===== src/rtl/seq_pkg.sv =====
// Shared definitions for the pulse sequencer: opcodes, FSM states and
// instruction field positions.
package seq_pkg;

   // Opcode values carried in the top nibble of each instruction word
   localparam logic [3:0] OP_NOP  = 4'h0;
   localparam logic [3:0] OP_PLAY = 4'h1;
   localparam logic [3:0] OP_WAIT = 4'h2;
   localparam logic [3:0] OP_JUMP = 4'h3;
   localparam logic [3:0] OP_HALT = 4'hF;

   // Controller states
   typedef enum logic [2:0] {
      ST_IDLE,
      ST_FETCH,
      ST_EXEC,
      ST_WAIT,
      ST_HALTED
   } state_t;

   // Instruction field bit positions
   localparam int unsigned OPC_MSB = 31;
   localparam int unsigned OPC_LSB = 28;
   localparam int unsigned CH_BIT  = 27;
   localparam int unsigned ARG_MSB = 7;
   localparam int unsigned ARG_LSB = 0;

endpackage


===== src/rtl/seq_wait_timer.sv =====
// Loadable down-counter used to time WAIT instructions; flags when it
// has reached zero.
module seq_wait_timer #(
   parameter int unsigned W = 8
) (
   input  logic         clk,
   input  logic         rst,
   input  logic         load,
   input  logic         en,
   input  logic [W-1:0] value,
   output logic         zero
);

   logic [W-1:0] cnt_q, cnt_d;

   // Load has priority; otherwise count down while enabled, stopping at zero
   always_comb begin
      cnt_d = cnt_q;
      if (load) begin
         cnt_d = value;
      end else if (en && (cnt_q != '0)) begin
         cnt_d = cnt_q - W'(1);
      end
   end

   // Counter register
   always_ff @(posedge clk) begin
      if (rst) begin
         cnt_q <= '0;
      end else begin
         cnt_q <= cnt_d;
      end
   end

   assign zero = (cnt_q == '0);

endmodule


===== src/rtl/pulse_sequencer.sv =====
// Fetch/execute controller for a 128-word instruction memory with a
// one-cycle registered read. Produces per-channel amplitude updates,
// timed waits, jumps and halt.
module pulse_sequencer
   import seq_pkg::*;
#(
   parameter int unsigned ADDR_W     = 7,
   parameter int unsigned INSTR_W    = 32,
   parameter int unsigned AMP_W      = 8,
   parameter int unsigned START_ADDR = 0
) (
   input  logic               clk,
   input  logic               rst,
   input  logic               start,
   output logic [ADDR_W-1:0]  addr,
   input  logic [INSTR_W-1:0] instr,
   output logic [AMP_W-1:0]   amp0,
   output logic [AMP_W-1:0]   amp1,
   output logic               amp_stb0,
   output logic               amp_stb1,
   output logic               busy,
   output logic               done,
   output logic               err
);

   state_t              state_q, state_d;
   logic [ADDR_W-1:0]   pc_q, pc_d;
   logic [AMP_W-1:0]    amp0_q, amp0_d;
   logic [AMP_W-1:0]    amp1_q, amp1_d;
   logic                stb0_q, stb0_d;
   logic                stb1_q, stb1_d;
   logic                busy_q, busy_d;
   logic                done_q, done_d;
   logic                err_q, err_d;

   logic [3:0]          opcode;
   logic                chan;
   logic [AMP_W-1:0]    arg;

   logic                tmr_load;
   logic                tmr_en;
   logic [AMP_W-1:0]    tmr_value;
   logic                tmr_zero;

   // Bits between the channel and argument fields carry no meaning
   logic                unused_instr_bits;

   assign opcode = instr[OPC_MSB:OPC_LSB];
   assign chan   = instr[CH_BIT];
   assign arg    = instr[ARG_LSB +: AMP_W];
   assign unused_instr_bits = ^instr[CH_BIT-1:ARG_MSB+1];

   seq_wait_timer #(
      .W (AMP_W)
   ) u_wait_timer (
      .clk   (clk),
      .rst   (rst),
      .load  (tmr_load),
      .en    (tmr_en),
      .value (tmr_value),
      .zero  (tmr_zero)
   );

   // Next-state, PC, amplitude and status decode
   always_comb begin
      state_d   = state_q;
      pc_d      = pc_q;
      amp0_d    = amp0_q;
      amp1_d    = amp1_q;
      stb0_d    = 1'b0;
      stb1_d    = 1'b0;
      done_d    = done_q;
      err_d     = err_q;
      tmr_load  = 1'b0;
      tmr_en    = 1'b0;
      // WAIT n spends n cycles in ST_WAIT, counting n-1 down to 0
      tmr_value = arg - AMP_W'(1);

      case (state_q)
         ST_IDLE: begin
            if (start) begin
               pc_d    = ADDR_W'(START_ADDR);
               state_d = ST_FETCH;
            end
         end

         ST_FETCH: begin
            state_d = ST_EXEC;
         end

         ST_EXEC: begin
            case (opcode)
               OP_NOP: begin
                  pc_d    = pc_q + ADDR_W'(1);
                  state_d = ST_FETCH;
               end
               OP_PLAY: begin
                  if (chan) begin
                     amp1_d = arg;
                     stb1_d = 1'b1;
                  end else begin
                     amp0_d = arg;
                     stb0_d = 1'b1;
                  end
                  pc_d    = pc_q + ADDR_W'(1);
                  state_d = ST_FETCH;
               end
               OP_WAIT: begin
                  pc_d = pc_q + ADDR_W'(1);
                  if (arg == '0) begin
                     state_d = ST_FETCH;
                  end else begin
                     tmr_load = 1'b1;
                     state_d  = ST_WAIT;
                  end
               end
               OP_JUMP: begin
                  pc_d    = arg[ADDR_W-1:0];
                  state_d = ST_FETCH;
               end
               OP_HALT: begin
                  done_d  = 1'b1;
                  state_d = ST_HALTED;
               end
               default: begin
                  err_d   = 1'b1;
                  state_d = ST_HALTED;
               end
            endcase
         end

         ST_WAIT: begin
            if (tmr_zero) begin
               state_d = ST_FETCH;
            end else begin
               tmr_en = 1'b1;
            end
         end

         ST_HALTED: begin
            if (start) begin
               done_d  = 1'b0;
               err_d   = 1'b0;
               pc_d    = ADDR_W'(START_ADDR);
               state_d = ST_FETCH;
            end
         end

         default: begin
            state_d = ST_IDLE;
         end
      endcase

      busy_d = (state_d == ST_FETCH) || (state_d == ST_EXEC) ||
               (state_d == ST_WAIT);
   end

   // State, PC and output registers; reset overrides everything
   always_ff @(posedge clk) begin
      if (rst) begin
         state_q <= ST_IDLE;
         pc_q    <= '0;
         amp0_q  <= '0;
         amp1_q  <= '0;
         stb0_q  <= 1'b0;
         stb1_q  <= 1'b0;
         busy_q  <= 1'b0;
         done_q  <= 1'b0;
         err_q   <= 1'b0;
      end else begin
         state_q <= state_d;
         pc_q    <= pc_d;
         amp0_q  <= amp0_d;
         amp1_q  <= amp1_d;
         stb0_q  <= stb0_d;
         stb1_q  <= stb1_d;
         busy_q  <= busy_d;
         done_q  <= done_d;
         err_q   <= err_d;
      end
   end

   assign addr     = pc_q;
   assign amp0     = amp0_q;
   assign amp1     = amp1_q;
   assign amp_stb0 = stb0_q;
   assign amp_stb1 = stb1_q;
   assign busy     = busy_q;
   assign done     = done_q;
   assign err      = err_q;

endmodule


===== config.mk =====
export PLATFORM = sky130hd
export DESIGN_NAME = pulse_sequencer
export DESIGN_NICKNAME = d
export VERILOG_FILES = /design/src/rtl/seq_pkg.sv /design/src/rtl/seq_wait_timer.sv /design/src/rtl/pulse_sequencer.sv
export SDC_FILE = /design/constraint.sdc
export NUM_CORES = 1
export LEC_CHECK = 0
export ABC_CLOCK_PERIOD_IN_PS = 3300
export CAP_MARGIN = 25
export CORE_ASPECT_RATIO = 0.9
export CORE_UTILIZATION = 46
export DETAILED_ROUTE_END_ITERATION = 16
export PLACE_DENSITY = 0.9
export SYNTH_ARGS = -nofsm -noshare
export SYNTH_HDL_FRONTEND = slang
export SYNTH_SLANG_ARGS = --single-unit
export TNS_END_PERCENT = 10

===== constraint.sdc =====
create_clock -name clk -period 3.3 [get_ports clk]
set_clock_uncertainty 0.15 [all_clocks]
set_input_delay 0.33 -clock clk [delete_from_list [all_inputs] [get_ports clk]]
set_output_delay 0.33 -clock clk [all_outputs]
set_load 0.05 [all_outputs]

Word-level counts from Yosys, hierarchy flattened
Cells that the tools add are included.

Bits in registers: 39. Bits in latches: 0. Bits in writable memories: 0. Output and inout bits: 28. ROM bits: 0. Memories kept: 0.

Div/mod/pow operators: 0. Bitwise operators: 3. Multiplexer cells: 22. $add $sub $neg: 3. Reductions and logical operators: 21. $lt $le $gt $ge: 0. Equal/unequal tests: 16. Shift operators: 0. Multiply operators: 0.

Operators with widths (number): $pmux W7 S2 (2); $logic_not A8 Y1 (2); $mux W8 (2); $sub A8 B1 Y8 const B (2); $reduce_and A3 Y1 (5); $eq A3 B2 Y1 const B (4); $pmux W3 S4 (1); $mux W1 (10); $reduce_or A3 Y1 (3); $eq A4 B2 Y1 const B (2); $reduce_bool A8 Y1 (1); $add A7 B1 Y7 const B (1); $mux W7 (1); $eq A3 B1 Y1 const B (2); $mux W3 (2); $pmux W3 S2 (1); $reduce_bool A2 Y1 (3); $reduce_or A5 Y1 (1); $eq A4 B1 Y1 const B (1); $eq A4 B4 Y1 const B (1); $logic_not A4 Y1 (1); $ne A2 B1 Y1 const B (2); $ne A2 B2 Y1 const B (2); $pmux W1 S2 (2); 8 further kinds (11).

Depth between registers and ports, before layout
Gate-level depths: netlist (run 1).

Depth after elaboration: 7. Mapped depth: 12. Mapped depth without buffers: 10.

By module
From an unflattened synthesis (run 1), not the netlist that was laid out.

Cell total of the unflattened synthesis: 237. Area, all modules: 2099.5 um^2.

By module, submodules not included: pulse_sequencer (cells an instance 178, area each 1584.0 um^2, seq. area each 620.6 um^2, instances 1); seq_wait_timer (cells an instance 59, area each 515.5 um^2, seq. area each 160.2 um^2, instances 1).

Least setup slack after synthesis (run 1)
Ideal clock, no wire load.

Path type: input to register. Start: input port instr[2]. End: register u_wait_timer.cnt_q[6]. Library setup time: 79 ps. Data arrival time: 2292 ps. Path buffers: 2. Setup slack: 779 ps. Stages on the path: 12. Required time: 3071 ps. Path through: clkbuf_1 > nor2_1 > nand4_1 > nand2_1 > buf_2 > mux2i_1 > ha_1 > inv_1 > nor3_4 > nand4b_1 > xor2_1 > a211oi_2.

Longest elaborated chain between the ends: 5. Elaborated cells on any way between the ends: 7. Classes of those cells: 1 x add/sub; 4 x mux; 2 x reduce/logical.

Ends and longest elaborated chain: start: declaration (RTL line pulse_sequencer.sv:16) `input logic [INSTR_W-1:0] instr,`; branches (longest 5 deep; another with $sub A8 B1 Y8); end signal: assignment (RTL line seq_wait_timer.sv:31) `cnt_q <= cnt_d;`; end: declaration (RTL line seq_wait_timer.sv:14) `logic [W-1:0] cnt_q, cnt_d;`.

Several ways; the timed one is not identified. A chain may end at the register's enable or synchronous reset.

Worst setup path after layout (run 1)
Start: input port instr[28]. End: register u_wait_timer.cnt_q[6].

Longest elaborated chain between the ends: 4. Elaborated cells on any way between the ends: 5. Classes of those cells: 1 x eq/ne; 3 x mux; 1 x reduce/logical.

Ends and longest elaborated chain: $eq A4 B2 Y1 * (RTL line pulse_sequencer.sv:92) `case (opcode)`; $mux W1 * (RTL line pulse_sequencer.sv:92); $mux W1 * (RTL line pulse_sequencer.sv:79) `case (state_q)`; $mux W8 / $reduce_bool A2 Y1 (equally long branches).

Mark *: on every way between the ends. The rest lies on a longest branch, timed or not.

==> results of run 1 <==
[final cells by class]
type	count	share of cell area, %
sequential	39	29.4
inverter	5	0.706
clock inverter	3	1.74
multi-input combinational	174	43.8
clock buffer	5	2.59
timing repair buffer	53	19.0
tap	60	2.82
[cell usage in the layout (no fill, tap or decap), types with 4 or more instances in the layout]
cell,synthesis,routed
a21oi_1,12,12
dfxtp_1,39,39
inv_1,5,5
xnor2_1,4,4
clkbuf_8,0,5
a31oi_1,4,4
clkdlybuf4s50_1,0,43
nand3_1,5,5
mux2i_1,19,19
nor2_1,36,36
buf_4,2,10
nand2_1,10,10
nor3_1,9,9
o21ai_0,9,9
[cell usage after synthesis (all sizes together), types with 4 or more instances]
master   n  share of area (%)
a211oi   6                3.0
a21oi   14                3.8
a31oi    4                1.2
buf      5                1.8
clkbuf   6                1.1
dfxtp   39                 39
inv      5               0.93
mux2i   19                9.4
nand2   10                1.9
nand3    5                1.2
nor2    39                7.6
nor3    11                3.5
o21ai   11                2.7
xnor2    4                1.7
[state kept, by name (all words and copies together), names as in the netlist]
register	flops
err	1
amp0	8
addr	7
done	1
amp_stb0	1
amp_stb1	1
u_wait_timer.cnt_q	8
busy	1
state_q	3
amp1	8
[metal layers]
layer | track usage, % | share of wire [%] | vias up
li1 | - | - | 935
met2 | 38.6 | 48 | 102
met1 | 29.3 | 41 | 933
met3 | 6.07 | 8.6 | 13
met4 | 9.07 | 1.7 | 0
met5 | 0 | 0 | -
[worst min-delay path: stages, from the launching register on]
cell and delay [ps]:
dfxtp_1 330, mux2i_1 70, nor2_1 70
[cells by family (layout without fill, tap and decap cells)]
logic type,after synthesis,count (layout),share of synthesized area [%]
buf+inv,16,66,3.84
compound gates,56,56,19.9
mux,19,19,9.41
simple gates,92,92,24.8
flops,39,39,38.6
fa+ha+maj,2,2,1.24
xor+xnor,5,5,2.17
[report_power, final]
part           total (mW)  switching (mW)  leakage (nW)  internal [mW]
clock network       0.411           0.183        0.0548          0.228
logic               0.112          0.0651         0.658         0.0468
registers           0.483         0.00705         0.315          0.476
total                1.01           0.255          1.03          0.751
[stage by stage]
stage	cell area [sq um]	utilization [%]
after global placement	2540	61.2
final	2660	64.0
after detailed placement	2540	61.2
after floorplan	2020	-
after CTS	2660	64.0
after global routing	2660	64.0
[how the worst max path moves through the flow]
stage	cells past startpoint	slack, ps	end
floorplan	12	780	u_wait_timer.cnt_q[6]
global placement	11	260	u_wait_timer.cnt_q[6]
detailed placement	11	130	u_wait_timer.cnt_q[6]
CTS	11	390	u_wait_timer.cnt_q[6]
global route	11	180	u_wait_timer.cnt_q[6]
finish	11	340	u_wait_timer.cnt_q[6]
==> flow_summary.json, run 1 <==
{
  "cts_setup_buffers": 0,
  "cp_slowest_stage_delay_ps": 480,
  "fin_setup_tns_ps": 0,
  "min_to": "amp1[0]",
  "seqCellArea_sq_um": 781,
  "antenna_found_initial": 0,
  "wl_per_cell_microns": 15.6,
  "min_delay_path_depth": 2,
  "ant_nets": 0,
  "finalWorstSetupSlack_ps": 335,
  "ys_types": 56,
  "drive_above_1_share_pct": 11.8,
  "multi_input_area_sq_um": 1160,
  "ff2ff_setup_slack_ps": 540,
  "vias": 1983,
  "critPathKind": "in2reg",
  "grt_max_degree": 24,
  "drt_iter0_drc": 221,
  "core_sq_um": 4160,
  "arrival_ps": 3030,
  "synthArstFlopShare_pct": 0,
  "grtUsageTotal_pct": 23.5,
  "cp_cell_sequence": "clkdlybuf4s50_1 > nor4b_2 > and2_4 > nand2_1 > mux2i_1 > ha_1 > inv_1 > nor3_4 > nand4b_1 > xor2_1 > a211oi_2",
  "setup_viol": 0,
  "syn-cell-area_sq_um": 2020,
  "areaGrowthSynthToFinish_pct": 31.5,
  "period_minus_slack_ps": 2960,
  "overflow": 0,
  "worst_slew_pin_slew_ps": 741,
  "diodes": 0,
  "die_area_sq_um": 4660,
  "htreeDepth": 2,
  "fill_cells": 337,
  "p_leak_nw": 1.03,
  "synth_edf_count": 0,
  "final_max_slew_viol_count": 0,
  "maxCapViolCount": 0,
  "peakVddDrop_mv": 0.346,
  "dr.pass1.iters": 4,
  "fin_cells": 339,
  "core.rowCount": 22,
  "cts-resized-gates": 0,
  "finalPower_mw": 1.01,
  "r2r_end": "u_wait_timer.cnt_q[6]",
  "startpoint_type": "input pin",
  "rr_startpoint": "state_q[1]",
  "whs_ps": 354,
  "ys.flop_type": "dfxtp_1",
  "cts_hold_buf": 0,
  "insertion_delay_ps": 300,
  "endpoint_kind": "flop",
  "rsz0062_at_grt": "no",
  "gp_congestion": 0.947,
  "start_util_pct": 48.6,
  "cp_data_required_time_ps": 3360,
  "hold_path.class": "reg2reg",
  "yosys_warnings": 0,
  "fmax_mhz": 337,
  "hp-start": "amp1[0]",
  "synth_cells": 229,
  "die_x_microns": 71.9,
  "slew_headroom_pct": 50.4,
  "cts_made_buffers": 5,
  "routed_via_density": 5.85,
  "cts_buffer_depth": 2,
  "die_h_microns": 64.9,
  "avgSynthCellArea_sq_um": 8.83,
  "clkTransAtPathRegs_ps": 80,
  "dpl.hpwl_microns": 3710,
  "crit_buf_inv": 2,
  "syn-num-nets": 266,
  "startpoint": "instr[28]",
  "path_delay_family": "simple AND/OR/NAND/NOR gates",
  "status": "complete, no violations",
  "min_period_over_period_pct": 89.8,
  "synth-seq-cells": 39,
  "crit_slowest_cell": "clkdlybuf4s50_1",
  "grt_pass1_vias": 1827,
  "portBuffers": 43,
  "grt_pass1_wl_microns": 8480,
  "cts_tree": "built",
  "p_per_area_nw_per_um2": 378,
  "nNetsFinal": 315,
  "ioPinCount": 63,
  "drc": 0,
  "cp_max_fo": 6,
  "dp_cells": 331,
  "place_ws_ps": 129,
  "ff2ff_path_depth": 10,
  "final_hold_viol_count": 0,
  "cts_root_buf": "clkbuf_8",
  "yosysSeqAreaShare_pct": 38.6,
  "cts.sink_count": 39,
  "routed_wl_microns": 5290
}
No activity file was read; power rests on OpenSTA's default activity.
==> run 2: changes to the inputs <==
CAP_MARGIN = unset   (was 25)
CORE_MARGIN = 2   (was unset)
==> flow_summary.json, run 2 (same netlist as run 1, synthesis figures left out) <==
{
  "status": "complete, no violations",
  "crit_slowest_cell": "clkdlybuf4s50_1",
  "finalPower_uw": 955,
  "cts_made_buffers": 5,
  "die_area_sq_um": 4940,
  "fill_cells": 340,
  "routed_wl_microns": 5300,
  "fin_cells": 341,
  "hold_path.class": "reg2reg",
  "dpl_cell_area_sq_um": 2560,
  "cts_hold_buf": 0,
  "cts_tree": "built",
  "fin_setup_tns_ps": 0,
  "place_ws_ps": 246,
  "drt_iter0_drc": 199,
  "diodes": 0,
  "cts_setup_buffers": 0,
  "endpoint_kind": "flop",
  "final_max_slew_viol_count": 0,
  "cp_data_required_time_ps": 3360,
  "die_h_microns": 66.9,
  "portBuffers": 43,
  "crit_buf_inv": 2,
  "cts_root_buf": "clkbuf_8",
  "arrival_ps": 2870,
  "dr.pass1.iters": 4,
  "clkTransAtPathRegs_ps": 80,
  "insertion_delay_ps": 300,
  "cts-resized-gates": 0,
  "drc": 0,
  "final_hold_viol_count": 0,
  "p_leak_nw": 1.03,
  "path_delay_family": "simple AND/OR/NAND/NOR gates",
  "fin_area_sq_um": 2660,
  "cp_cell_sequence": "clkdlybuf4s50_1 > nor4b_2 > and2_4 > nand2_1 > mux2i_1 > ha_1 > inv_1 > nor3_4 > nand4b_1 > xor2_1 > a211oi_2",
  "ioPinCount": 63,
  "post-route-util_pct": 64.1,
  "core_sq_um": 4160,
  "maxCapViolCount": 0,
  "whs_ps": 350,
  "areaGrowthSynthToFinish_pct": 31.7,
  "multi_input_area_sq_um": 1160,
  "cts_buffer_depth": 2,
  "finalWorstSetupSlack_ps": 489,
  "dpl.hpwl_microns": 3810,
  "grt_util_met2_pct": 34.9,
  "fmax_mhz": 356,
  "cp_slowest_stage_delay_ps": 490,
  "period_minus_slack_ps": 2810,
  "core.rowCount": 22,
  "wl_per_cell_microns": 15.5,
  "final_common_cell": "clkdlybuf4s50_1",
  "gp_congestion": 0.900,
  "critPathKind": "in2reg",
  "seqCellArea_sq_um": 781,
  "cts.sink_count": 39,
  "ant_nets": 0,
  "htreeDepth": 2,
  "final_cell_mix": "43 x clkdlybuf4s50_1, 39 x dfxtp_1, 36 x nor2_1, 19 x mux2i_1",
  "peakVddDrop_mv": 0.265,
  "start_util_pct": 48.6,
  "overflow": 0,
  "vias": 1978,
  "grt_pass1_wl_microns": 8530,
  "worst_slew_pin_slew_ps": 592,
  "die_x_microns": 73.9,
  "grtUsageTotal_pct": 22.8,
  "use_met3_pct": 5.60,
  "min_period_over_period_pct": 85.2,
  "dp_cells": 333,
  "antenna_found_initial": 0,
  "startpoint_type": "input pin",
  "grtUsageMet1_pct": 30.8,
  "rsz0062_at_grt": "no",
  "slew_headroom_pct": 60.4,
  "drive_above_1_share_pct": 12.5,
  "p_per_area_nw_per_um2": 359,
  "setup_viol": 0,
  "grt_pass1_vias": 1801,
  "busiest_layer": "met2",
  "cp_max_fo": 6,
  "routed_via_density": 5.80,
  "grt_max_degree": 25,
  "nNetsFinal": 317
}
run 2: changes by cell type in the layout (fill, tap and decap cells not counted):
cell	change
buf_4	+2
bufinv_16	-1
clkbuf_8	+2
inv_6	-1
run 2: path summary, 6_finish.rpt:
| check | depth (start not counted) | slack, ps | endpoint | from |
|---|---|---|---|---|
| setup / recovery | 11 | 490 | u_wait_timer.cnt_q[6] | instr[28] |
| setup reg to reg | 10 | 680 | u_wait_timer.cnt_q[6] | state_q[1] |
| hold / removal | 2 | 350 | amp1[1] | amp1[1] |
| hold reg to reg | 2 | 350 | amp1[1] | amp1[1] |
run 2: layer usage:
layer  vias to the layer above  routed length [microns]
li1                        939                        -
met1                       931                     2290
met2                        92                     2440
met3                        16                      454
met4                         0                      119
met5                         -                        0
run 2: power breakdown:
group	total [mW]	internal [mW]	switching, mW
Combinational	0.113	0.0471	0.0655
Clock	0.360	0.190	0.169
Sequential	0.483	0.476	0.00701
run 2: cell type report:
class	count	share of cell area, %
Timing Repair Buffer	55	19.5
Sequential cell	39	29.3
Clock buffer	7	3.62
Tap cell	60	2.82
Multi-Input combinational cell	174	43.7
Inverter	5	0.705
Clock inverter	1	0.282
run 2: worst register-to-register path, delay by kind of cell, from the launching register on:
kind            cells  cell delay [ps]
mux                 1              210
xor+xnor            1              190
fa+ha+maj           1              190
flops               1              430
buf+inv             1               70
compound gates      1              240
simple gates        5             1060
==> run 3: changes to the inputs <==
CTS_CLUSTER_SIZE = 24   (was unset)
PLACE_DENSITY = unset   (was 0.9)
PLACE_DENSITY_LB_ADDON = 0.05   (was unset)
==> flow_summary.json, run 3 (same netlist as run 1, synthesis figures left out) <==
{
  "die_x_microns": 73.9,
  "dpl.hpwl_microns": 3740,
  "diodes": 0,
  "core.rowCount": 22,
  "cts-resized-gates": 0,
  "core_sq_um": 4160,
  "fin_cells": 342,
  "insertion_delay_ps": 290,
  "htreeDepth": 2,
  "areaGrowthSynthToFinish_pct": 32.5,
  "portBuffers": 43,
  "nNetsFinal": 318,
  "hold_path.class": "reg2reg",
  "routed_via_density": 5.42,
  "cts_tree": "built",
  "ff2ff_setup_slack_ps": 710,
  "endpoint_kind": "flop",
  "critPathKind": "in2reg",
  "final_cell_mix": "43 x clkdlybuf4s50_1, 39 x dfxtp_1, 36 x nor2_1, 19 x mux2i_1, 13 x buf_4",
  "cts_hold_buf": 0,
  "grt_max_degree": 23,
  "maxCapViolCount": 0,
  "cts_setup_buffers": 0,
  "antenna_found_initial": 0,
  "die_area_sq_um": 4940,
  "clkTransAtPathRegs_ps": 80,
  "ff2ff_path_depth": 9,
  "p_per_area_nw_per_um2": 370,
  "crit_slowest_cell": "clkdlybuf4s50_1",
  "dp_cells": 334,
  "period_minus_slack_ps": 2750,
  "rsz0062_at_grt": "no",
  "drt_iter0_drc": 123,
  "min_delay_path_depth": 2,
  "cts_made_buffers": 5,
  "final_max_slew_viol_count": 0,
  "final_common_cell": "clkdlybuf4s50_1",
  "grt_pass1_wl_microns": 8480,
  "dr.pass1.iters": 4,
  "vias": 1853,
  "p_leak_nw": 1.04,
  "cp_data_required_time_ps": 3290,
  "overflow": 0,
  "routed_wl_microns": 5130,
  "cts.sink_count": 39,
  "arrival_ps": 2740,
  "die_h_microns": 66.9,
  "grt_pass1_vias": 1782,
  "cp_cell_sequence": "clkdlybuf4s50_1 > nor4b_2 > and2_4 > nand2_1 > mux2i_1 > ha_1 > inv_1 > or2_0 > o311ai_0 > o22ai_1",
  "ioPinCount": 63,
  "worst_slew_pin_slew_ps": 935,
  "drive_above_1_share_pct": 12.8,
  "final_hold_viol_count": 0,
  "cts_root_buf": "clkbuf_8",
  "setup_viol": 0,
  "slew_headroom_pct": 37.5,
  "cp_slowest_stage_delay_ps": 490,
  "grtUsageTotal_pct": 22.4,
  "cp_max_fo": 6,
  "fmax_mhz": 364,
  "start_util_pct": 48.6,
  "min_period_over_period_pct": 83.3,
  "gp_congestion": 0.859,
  "wl_per_cell_microns": 15.0,
  "fin_setup_tns_ps": 0,
  "cts_buffer_depth": 2,
  "drc": 0,
  "ant_nets": 0,
  "peakVddDrop_mv": 0.264,
  "startpoint_type": "input pin",
  "status": "complete, no violations"
}
[run 3: changes by cell type in the layout (fill, tap and decap cells not counted)]
cell | before | now
clkinvlp_4 | 1 | 0
bufinv_16 | 0 | 1
clkinv_2 | 0 | 1
buf_4 | 12 | 13
clkinv_4 | 0 | 1
clkbuf_8 | 7 | 5
[run 3: final timing paths]
kind | from | endpoint
setup / recovery | instr[28] | u_wait_timer.cnt_q[4]
hold / removal | amp1[1] | amp1[1]
setup reg to reg | state_q[1] | u_wait_timer.cnt_q[4]
hold reg to reg | amp1[1] | amp1[1]
[run 3: through the flow]
step                      setup WS (ps)  instance area (sq um)  util, %  hold WS (ps)  power [mW]
after CTS                           540                   2680     64.4           350        1.00
after floorplan                     779                   2020        -           296       0.550
after global routing                349                   2680     64.4           369        1.03
final                               550                   2680     64.4           350       0.991
after global placement              294                   2570     61.7           323       0.607
after detailed placement            276                   2570     61.7           333       0.606
[run 3: where the power goes]
group          total [mW]  leakage, nW  internal, mW  switching (mW)
logic               0.113        0.672        0.0487          0.0648
registers           0.483        0.315         0.476         0.00665
clock network       0.395       0.0581         0.225           0.170
total               0.991         1.04         0.750           0.242
[run 3: cell type report]
class	instances	area [sq um]
timing repair buffer	56	528
sequential	39	781
tap	60	75.1
fill	375	1480
inverter	5	18.8
multi-input combinational	174	1160
clock buffer	5	68.8
clock inverter	3	43.8
[run 3: worst max-delay path: cells and delay by family]
family                   cells  cell delay (ps)
AO/OA/AOI/OAI                2              450
adder cells (fa/ha/maj)      1              200
buffers and inverters        2              570
multiplexers                 1              190
AND/OR/NAND/NOR              4             1010
[run 3: layer usage]
metal  part of all wire (%)  wire length (microns)  GRT usage, %
met1                     49                   2500          31.8
met2                     43                   2180          33.8
met3                    7.5                    387          5.45
met4                    1.1                     57          5.45
met5                      0                      0             0
